--- src/rtl/tns_enc_seq_28.sv ---
// +--------------------------------------------------------------------------+
// | tns_enc_seq_28                                                           |
// | Sequential 28-bit TNS encoder: greedy MSB-first subtraction of the TNS   |
// | level weights, one code bit resolved per clock, valid/ready on both     |
// | sides, one word in flight.                                               |
// | Revision: 1.0 - initial release                                          |
// +--------------------------------------------------------------------------+
`default_nettype none

// TNS level weights. Each weight is the sum of the three below it, which
// keeps every weight no larger than one plus the sum of all lower weights,
// so the greedy walk reaches zero for any value up to the total.
package tns_enc_seq_28_pkg;
  localparam int unsigned BLEN10_C = 26;

  localparam int unsigned TNS01_C = 32'd1;
  localparam int unsigned TNS01_B = 32'd2;
  localparam int unsigned TNS01_A = 32'd4;
  localparam int unsigned TNS02_C = 32'd7;
  localparam int unsigned TNS02_B = 32'd13;
  localparam int unsigned TNS02_A = 32'd24;
  localparam int unsigned TNS03_C = 32'd44;
  localparam int unsigned TNS03_B = 32'd81;
  localparam int unsigned TNS03_A = 32'd149;
  localparam int unsigned TNS04_C = 32'd274;
  localparam int unsigned TNS04_B = 32'd504;
  localparam int unsigned TNS04_A = 32'd927;
  localparam int unsigned TNS05_C = 32'd1705;
  localparam int unsigned TNS05_B = 32'd3136;
  localparam int unsigned TNS05_A = 32'd5768;
  localparam int unsigned TNS06_C = 32'd10609;
  localparam int unsigned TNS06_B = 32'd19513;
  localparam int unsigned TNS06_A = 32'd35890;
  localparam int unsigned TNS07_C = 32'd66012;
  localparam int unsigned TNS07_B = 32'd121415;
  localparam int unsigned TNS07_A = 32'd223317;
  localparam int unsigned TNS08_C = 32'd410744;
  localparam int unsigned TNS08_B = 32'd755476;
  localparam int unsigned TNS08_A = 32'd1389537;
  localparam int unsigned TNS09_C = 32'd2555757;
  localparam int unsigned TNS09_B = 32'd4700770;
  localparam int unsigned TNS09_A = 32'd8646064;
  localparam int unsigned TNS10_C = 32'd15902591;
endpackage

module tns_enc_seq_28
  import tns_enc_seq_28_pkg::*;
#(
  parameter int DW = BLEN10_C
) (
  input  logic          clk,
  input  logic          rst_n,
  input  logic          in_valid,
  output logic          in_ready,
  input  logic [DW-1:0] datain,
  output logic          out_valid,
  input  logic          out_ready,
  output logic [27:0]   codeout,
  output logic          out_err
);

  typedef enum logic [1:0] {
    IDLE = 2'd0,
    BUSY = 2'd1,
    DONE = 2'd2
  } state_e;

  // Constant weight mux indexed by the bit counter.
  function automatic logic [DW-1:0] weight_f(input logic [4:0] i);
    case (i)
      5'd0:    weight_f = DW'(TNS01_C);
      5'd1:    weight_f = DW'(TNS01_B);
      5'd2:    weight_f = DW'(TNS01_A);
      5'd3:    weight_f = DW'(TNS02_C);
      5'd4:    weight_f = DW'(TNS02_B);
      5'd5:    weight_f = DW'(TNS02_A);
      5'd6:    weight_f = DW'(TNS03_C);
      5'd7:    weight_f = DW'(TNS03_B);
      5'd8:    weight_f = DW'(TNS03_A);
      5'd9:    weight_f = DW'(TNS04_C);
      5'd10:   weight_f = DW'(TNS04_B);
      5'd11:   weight_f = DW'(TNS04_A);
      5'd12:   weight_f = DW'(TNS05_C);
      5'd13:   weight_f = DW'(TNS05_B);
      5'd14:   weight_f = DW'(TNS05_A);
      5'd15:   weight_f = DW'(TNS06_C);
      5'd16:   weight_f = DW'(TNS06_B);
      5'd17:   weight_f = DW'(TNS06_A);
      5'd18:   weight_f = DW'(TNS07_C);
      5'd19:   weight_f = DW'(TNS07_B);
      5'd20:   weight_f = DW'(TNS07_A);
      5'd21:   weight_f = DW'(TNS08_C);
      5'd22:   weight_f = DW'(TNS08_B);
      5'd23:   weight_f = DW'(TNS08_A);
      5'd24:   weight_f = DW'(TNS09_C);
      5'd25:   weight_f = DW'(TNS09_B);
      5'd26:   weight_f = DW'(TNS09_A);
      5'd27:   weight_f = DW'(TNS10_C);
      default: weight_f = '0;
    endcase
  endfunction

  logic [1:0]    sync_q;
  logic          rst_core_n;
  state_e        state_q, state_d;
  logic [4:0]    idx_q, idx_d;
  logic [DW-1:0] rem_q, rem_d;
  logic [27:0]   code_q, code_d;
  logic [DW-1:0] w_weight;
  logic          w_take;

  // Reset asserts immediately but releases only after two clean clock edges.
  always_ff @(posedge clk or negedge rst_n) begin
    if (!rst_n) begin
      sync_q <= 2'b00;
    end else begin
      sync_q <= {sync_q[0], 1'b1};
    end
  end

  assign rst_core_n = sync_q[1];

  assign w_weight = weight_f(idx_q);
  assign w_take   = (rem_q >= w_weight);

  // State, bit counter, residual and code registers.
  always_ff @(posedge clk or negedge rst_core_n) begin
    if (!rst_core_n) begin
      state_q <= IDLE;
      idx_q   <= 5'd0;
      rem_q   <= '0;
      code_q  <= 28'd0;
    end else begin
      state_q <= state_d;
      idx_q   <= idx_d;
      rem_q   <= rem_d;
      code_q  <= code_d;
    end
  end

  // Next-state logic: load on accept, resolve one bit per BUSY cycle, hold in DONE.
  always_comb begin
    state_d = state_q;
    idx_d   = idx_q;
    rem_d   = rem_q;
    code_d  = code_q;
    case (state_q)
      IDLE: begin
        if (in_valid) begin
          rem_d   = datain;
          code_d  = 28'd0;
          idx_d   = 5'd27;
          state_d = BUSY;
        end
      end
      BUSY: begin
        if (w_take) begin
          code_d[idx_q] = 1'b1;
          rem_d         = rem_q - w_weight;
        end
        if (idx_q == 5'd0) begin
          state_d = DONE;
        end else begin
          idx_d = idx_q - 5'd1;
        end
      end
      DONE: begin
        if (out_ready) begin
          state_d = IDLE;
        end
      end
      default: begin
        state_d = IDLE;
      end
    endcase
  end

  assign in_ready  = (state_q == IDLE);
  assign out_valid = (state_q == DONE);
  assign codeout   = code_q;
  assign out_err   = out_valid && (rem_q != '0);

endmodule

`default_nettype wire

--- config.mk ---
export PLATFORM = sky130hd
export DESIGN_NAME = tns_enc_seq_28
export DESIGN_NICKNAME = d
export VERILOG_FILES = /design/src/rtl/tns_enc_seq_28.sv
export SDC_FILE = /design/constraint.sdc
export NUM_CORES = 1
export LEC_CHECK = 0
export ABC_AREA = 1
export ABC_CLOCK_PERIOD_IN_PS = 2250
export CAP_MARGIN = 20
export CELL_PAD_IN_SITES_DETAIL_PLACEMENT = 2
export CELL_PAD_IN_SITES_GLOBAL_PLACEMENT = 2
export CORE_AREA = 2 2 135 137
export DETAILED_ROUTE_END_ITERATION = 8
export DIE_AREA = 0 0 137 139
export PLACE_DENSITY = 0.86
export SLEW_MARGIN = 20
export SYNTH_ARGS = -nofsm -noshare
export SYNTH_HDL_FRONTEND = slang
export SYNTH_SLANG_ARGS = --single-unit
--- constraint.sdc ---
create_clock -name clk -period 2.25 [get_ports clk]
set_input_delay 0.45 -clock clk [delete_from_list [all_inputs] [get_ports clk]]
set_output_delay 0.45 -clock clk [all_outputs]
set_load 0.02 [all_outputs]
==> reports/summary.txt, run 1 <==
STATUS
--------------------------------------------------------------------------
Run status                                                    aborted with a tool error
Stage at which the run stopped                                global routing
Err                                                           [ERROR DPL-0033] detailed placement checks failed during check placement.

DIE
--------------------------------------------------------------------------
Boundary Pins                                                           61
Row cnt                                                                 49
Overall die width                                                   137 um
Initial core utilization                                            30.33%
Die Ht                                                              139 um

SYNTH
--------------------------------------------------------------------------
Count of distinct cell types in the synthesized netlist                 44
Yosys warnings                                                           0
Sequential element share of the synthesized area                    29.44%
Avg Cell Area, Syn                                              6.191 um^2
Area of the mapped netlist                                       5355 um^2
Cell count after synthesis                                             865
Post-synthesis net count                                               927
Number of flip-flops and latches in the synthesized netlist             63

PLACE
--------------------------------------------------------------------------
Placed Cells                                                          1298
Final weighted congestion in routability-driven placement           0.9857
Estimated wirelength of the detail-placed design                  22320 um
Post-placement worst setup slack                                 -1.081 ns
Number of input and output port buffers inserted                        60

TIMING
--------------------------------------------------------------------------
GRT repair_timing worst endpoint                              rem_q[4]$_DFFE_PN0P_/D
Classification of the worst endpoint                          sequential cell input

CLOCKING
--------------------------------------------------------------------------
CTS Root Cell                                                    clkbuf_16
Maximum root-to-sink buffer count                                        2
CTS H-Tree Depth                                                         3
Num CTS Buffers                                                          9
Number of buffers added to fix hold violations after cts                 0
CTS sink cnt                                                            63

GRT
--------------------------------------------------------------------------
Initial antenna violation count                                          1
Largest net degree at the start of global routing                       50

-- what timing repair did --
| action | 4_1_cts |
|---|---|
| gates cloned | 5 |
| pin swaps | 22 |
| endpoints found under the setup margin | 61 |
| buffers inserted | 20 |
| gates resized for setup | 124 |
| endpoints found under the hold margin | 0 |
-- synth_stat cells, drive strengths merged --
master / instances / area share (%)
nand4: 8 / 0.93
or3: 1 / 0.12
o21a: 4 / 0.56
fa: 1 / 0.37
a211oi: 1 / 0.14
o22ai: 3 / 0.35
dfrtp: 63 / 29
o211ai: 3 / 0.42
a22oi: 2 / 0.28
clkinv: 1 / 0.070
buf: 11 / 1.3
a221oi: 1 / 0.16
xnor2: 1 / 0.16
nand2: 324 / 23
a21oi: 29 / 2.9
clkbuf: 12 / 0.84
o21ai: 85 / 7.9
and3: 2 / 0.23
conb: 1 / 0.070
a31oi: 2 / 0.23
a21boi: 2 / 0.28
o2111ai: 1 / 0.16
and2: 2 / 0.23
a311oi: 1 / 0.16
nor2: 82 / 5.8
nor4: 6 / 0.70
nor3: 6 / 0.65
xor2: 3 / 0.49
mux2i: 2 / 0.37
or2: 7 / 0.82
nand3: 48 / 4.7
ha: 31 / 7.2
inv: 115 / 8.1
nand3b: 4 / 0.56
-- cells by family after synthesis --
kind of cell / Yosys count / share of synthesized area [%]
simple gates: 490 / 37.99
buf+inv: 139 / 10.30
compound gates: 134 / 13.55
flops: 63 / 29.44
fa+ha+maj: 32 / 7.617
xor+xnor: 4 / 0.6543
mux: 2 / 0.3738
other cells: 1 / 0.07003
-- per-stage QoR --
stage / hold slack (ns) / area, um^2 / TNS [ns]
2_1_floorplan: 0.1544 / 5434 / -23.27
3_5_place_dp: 0.3380 / 7516 / -56.33
4_1_cts: 0.2399 / 8603 / -45.41
3_3_place_gp: 0.3340 / 7516 / -41.96
==> run 2, diff against run 1 <==
CELL_PAD_IN_SITES_DETAIL_PLACEMENT = default   (was 2)
CELL_PAD_IN_SITES_GLOBAL_PLACEMENT = default   (was 2)
CORE_AREA = 2 2 150 152   (was 2 2 135 137)
DIE_AREA = 0 0 152 154   (was 0 0 137 139)
PLACE_DENSITY = default   (was 0.86)
PLACE_DENSITY_LB_ADDON = 0.15   (was default)
==> run 2 against run 1 <==
The flow now finishes, with violations (setup timing). Synthesized area did not move. Synthesized cell count did not move.
==> reports/summary.txt, run 2 <==
CELLS AND AREA
-----------------------------------------------------------------------------------
Share of post-route cells with drive strength above 1                        33.13%
Area Growth Syn to Fin                                                       67.66%
Area of all placed cells without fillers                                  8979 um^2
Leading cell type in the layout, fill and taps excluded                     nand2_1
Flip-flop count of the largest register after layout                             28
Diode count                                                                       0
Net count of the finished layout                                               1186
Count of placed standard cells in the final layout, fillers left out           1409
Commonest non-fill, non-tap cells in the layout                        274 x nand2_1, 187 x buf_4, 102 x inv_1

DIE
-----------------------------------------------------------------------------------
Boundary Pins                                                                    61
Initial core utilization                                                     24.69%
Floorplan die area                                                       23410 um^2
Overall die width                                                            152 um
Area inside the core boundary                                            21690 um^2
Row cnt                                                                          54
Die Ht                                                                       154 um

WORST SETUP PATH
-----------------------------------------------------------------------------------
Critical Path Slowest Stage Cell                                            dfrtp_2
Required time of the critical path                                          2.49 ns
Data arrival time of the critical path                                      3.28 ns
Sort of element at the start of the critical path                         flip-flop
Type of the worst setup path                                                reg2reg
Crit path cell chain                                                   buf_4, ha_2, o21ai_2, a21oi_1, or3_4, ha_4, nand2_4, nor2_4, nand2_2, nor2_4, a31oi_4, nand2_4, nand2_8, buf_12, clkbuf_16, nand2_2, o21ai_1
CP peak stage delay                                                         0.45 ns
Worst path buffer plus inverter count                                             3
Crit Path Max Fanout                                                              6
Nature of the critical path endpoint                                      flip-flop
Cell family contributing the most delay on the critical path           simple AND/OR/NAND/NOR gates

DRT
-----------------------------------------------------------------------------------
Antenna Nets Post-Route                                                           0
DRC violation count after routing                                                 0
Highest metal layer with signal wires                                          met4
Sum of routed wire length over all layers                                  22280 um
WL met2                                                                    11040 um
Count of vias placed by the detailed router                                    6322
Met1 wire length                                                           10320 um
Routed wirelength normalized by instance count                             15.81 um
Detailed Route Iter0 Violations                                                 298
Met3 routed wirelength                                                       534 um
Router iterations before antenna repair                                           4
Via density                                                                   4.487

GRT
-----------------------------------------------------------------------------------
Via count of the first global-routing pass                                     6272
First-pass GRT wire length                                                 34110 um
Largest net degree at the start of global routing                                50
Global-route usage over all layers                                           18.72%
Initial antenna violation count                                                   0
Grt ovf                                                                           0

SYNTH
-----------------------------------------------------------------------------------
Post-synthesis net count                                                        927
Count of distinct cell types in the synthesized netlist                          44
Count of flip-flops with a built-in enable after synthesis                        0
Yosys warnings                                                                    0
Ranking of synthesized cells by instance count                         315 x nand2_1, 109 x inv_1, 85 x o21ai_0
Predominant post-synthesis flop cell                                        dfrtp_1
Sequential element share of the synthesized area                             29.44%
Proportion of netlist area held by the largest area contributor              29.44%
Cell count after synthesis                                                      865
Area of the mapped netlist                                                5355 um^2
Number of flip-flops and latches in the synthesized netlist                      63
Async set-reset flop share out of synthesis                                  100.0%
Avg Cell Area, Syn                                                       6.191 um^2
Cell with the most instances after synthesis                                nand2_1
Main area contributors after synthesis                                 dfrtp_1 29%, nand2_1 22%, o21ai_0 7.9%
Leading area contributor after synthesis                                    dfrtp_1

HOLD PATH
-----------------------------------------------------------------------------------
Hold crit path type                                                       reg2async

STATUS
-----------------------------------------------------------------------------------
Violations in the final reports                                        setup timing
Run status                                                             finished with violations

TIMING
-----------------------------------------------------------------------------------
Relative slew slack                                                          61.89%
Worst-case setup margin in the final layout                              -0.7970 ns
Tightest Pin Transition                                                   0.5717 ns
Hold violation count in the final report                                          0
Max-slew violations                                                               0
Count of endpoints failing setup in the final report                             55
Final min period                                                           3.047 ns
Total negative slack for setup checks                                     -40.69 ns
Worst hold-check slack                                                    0.2305 ns
Post-route clock period utilization                                          135.4%
Setup repair after global routing missed its margin                            true
Maximum frequency from static timing analysis                             328.2 MHz
Layout Skew                                                             0.009299 ns

CLOCKING
-----------------------------------------------------------------------------------
CTS sink cnt                                                                     63
CTS clk-pin slew, worst paths                                               0.06 ns
CTS Root Cell                                                             clkbuf_16
Clock tree from TritonCTS                                                      done
Num CTS Buffers                                                                   9
Maximum root-to-sink buffer count                                                 2
CTS H-Tree Depth                                                                  3
Skew-Pair Late Insertion Delay                                              0.35 ns

PLACE
-----------------------------------------------------------------------------------
Final weighted congestion in routability-driven placement                    0.9042
Standard cell area after detailed placement                               7660 um^2
Number of input and output port buffers inserted                                 60
Placed Cells                                                                   1358
Estimated wirelength of the detail-placed design                           16540 um

FLOW RUN
-----------------------------------------------------------------------------------
Number of maximum-capacitance constraint violations                               0

==> run 2: worst paths after layout <==
check,startpoint,end,slack [ns],cells after the start
setup / recovery,idx_q[0],codeout[10],-0.80,17
hold / removal,sync_q[1],idx_q[0],0.23,0
setup reg to reg,idx_q[0],codeout[10],-0.80,17
hold reg to reg,sync_q[1],idx_q[0],0.23,0
max in group asynchronous,sync_q[1],idx_q[3],1.51,1
min in group clk,sync_q[0],sync_q[1],0.36,0
==> run 2: cells by family after synthesis <==
family	synth area share (%)
AOI/OAI and AO/OA	13.55
xor gates and xnor gates	0.6543
adders and majority gates	7.617
buffers and inverters	10.30
DFF	29.44
muxes	0.3738
other	0.07003
and+or+nand+nor	37.99
==> run 2: per-layer routing <==
layer | GRT usage (%) | vias to the layer above
met1 | 24.01 | 2926
met5 | 0 | -
met2 | 33.05 | 92
li1 | - | 3284
met4 | 4.673 | 0
met3 | 2.706 | 20
==> run 2: area by class of cell <==
| cell class | count | area [um^2] |
|---|---|---|
| clock buffers | 10 | 239.0 |
| clock inverters | 6 | 116.4 |
| fillers | 2280 | 12710 |
| inverters | 116 | 442.9 |
| multi-input cells | 664 | 3777 |
| flip-flops and latches | 63 | 1583 |
| well taps | 280 | 350.3 |
| repair buffers | 270 | 2470 |
==> run 2: what timing repair did <==
action | 4_1_cts | 5_1_grt
hold buffers | 0 | 0
setup buffers | 16 | 8
pin swaps | 7 | 10
hold endpoints to repair | 0 | 0
gates cloned | 4 | 7
endpoints found under the setup margin | 55 | 56
resized for setup | 46 | 116
==> run 2: stage by stage <==
| stage | setup slack, ns | util [%] |
|---|---|---|
| after floorplan | -0.4578 | - |
| after global placement | -0.9049 | 35.32 |
| after detailed placement | -0.8810 | 35.32 |
| after CTS | -0.7282 | 38.95 |
| after global routing | -1.005 | 41.40 |
| final | -0.7970 | 41.40 |
Power of run 2 is not shown: default switching activity piles up to over one toggle a cycle in this logic, so the estimate is an artifact.
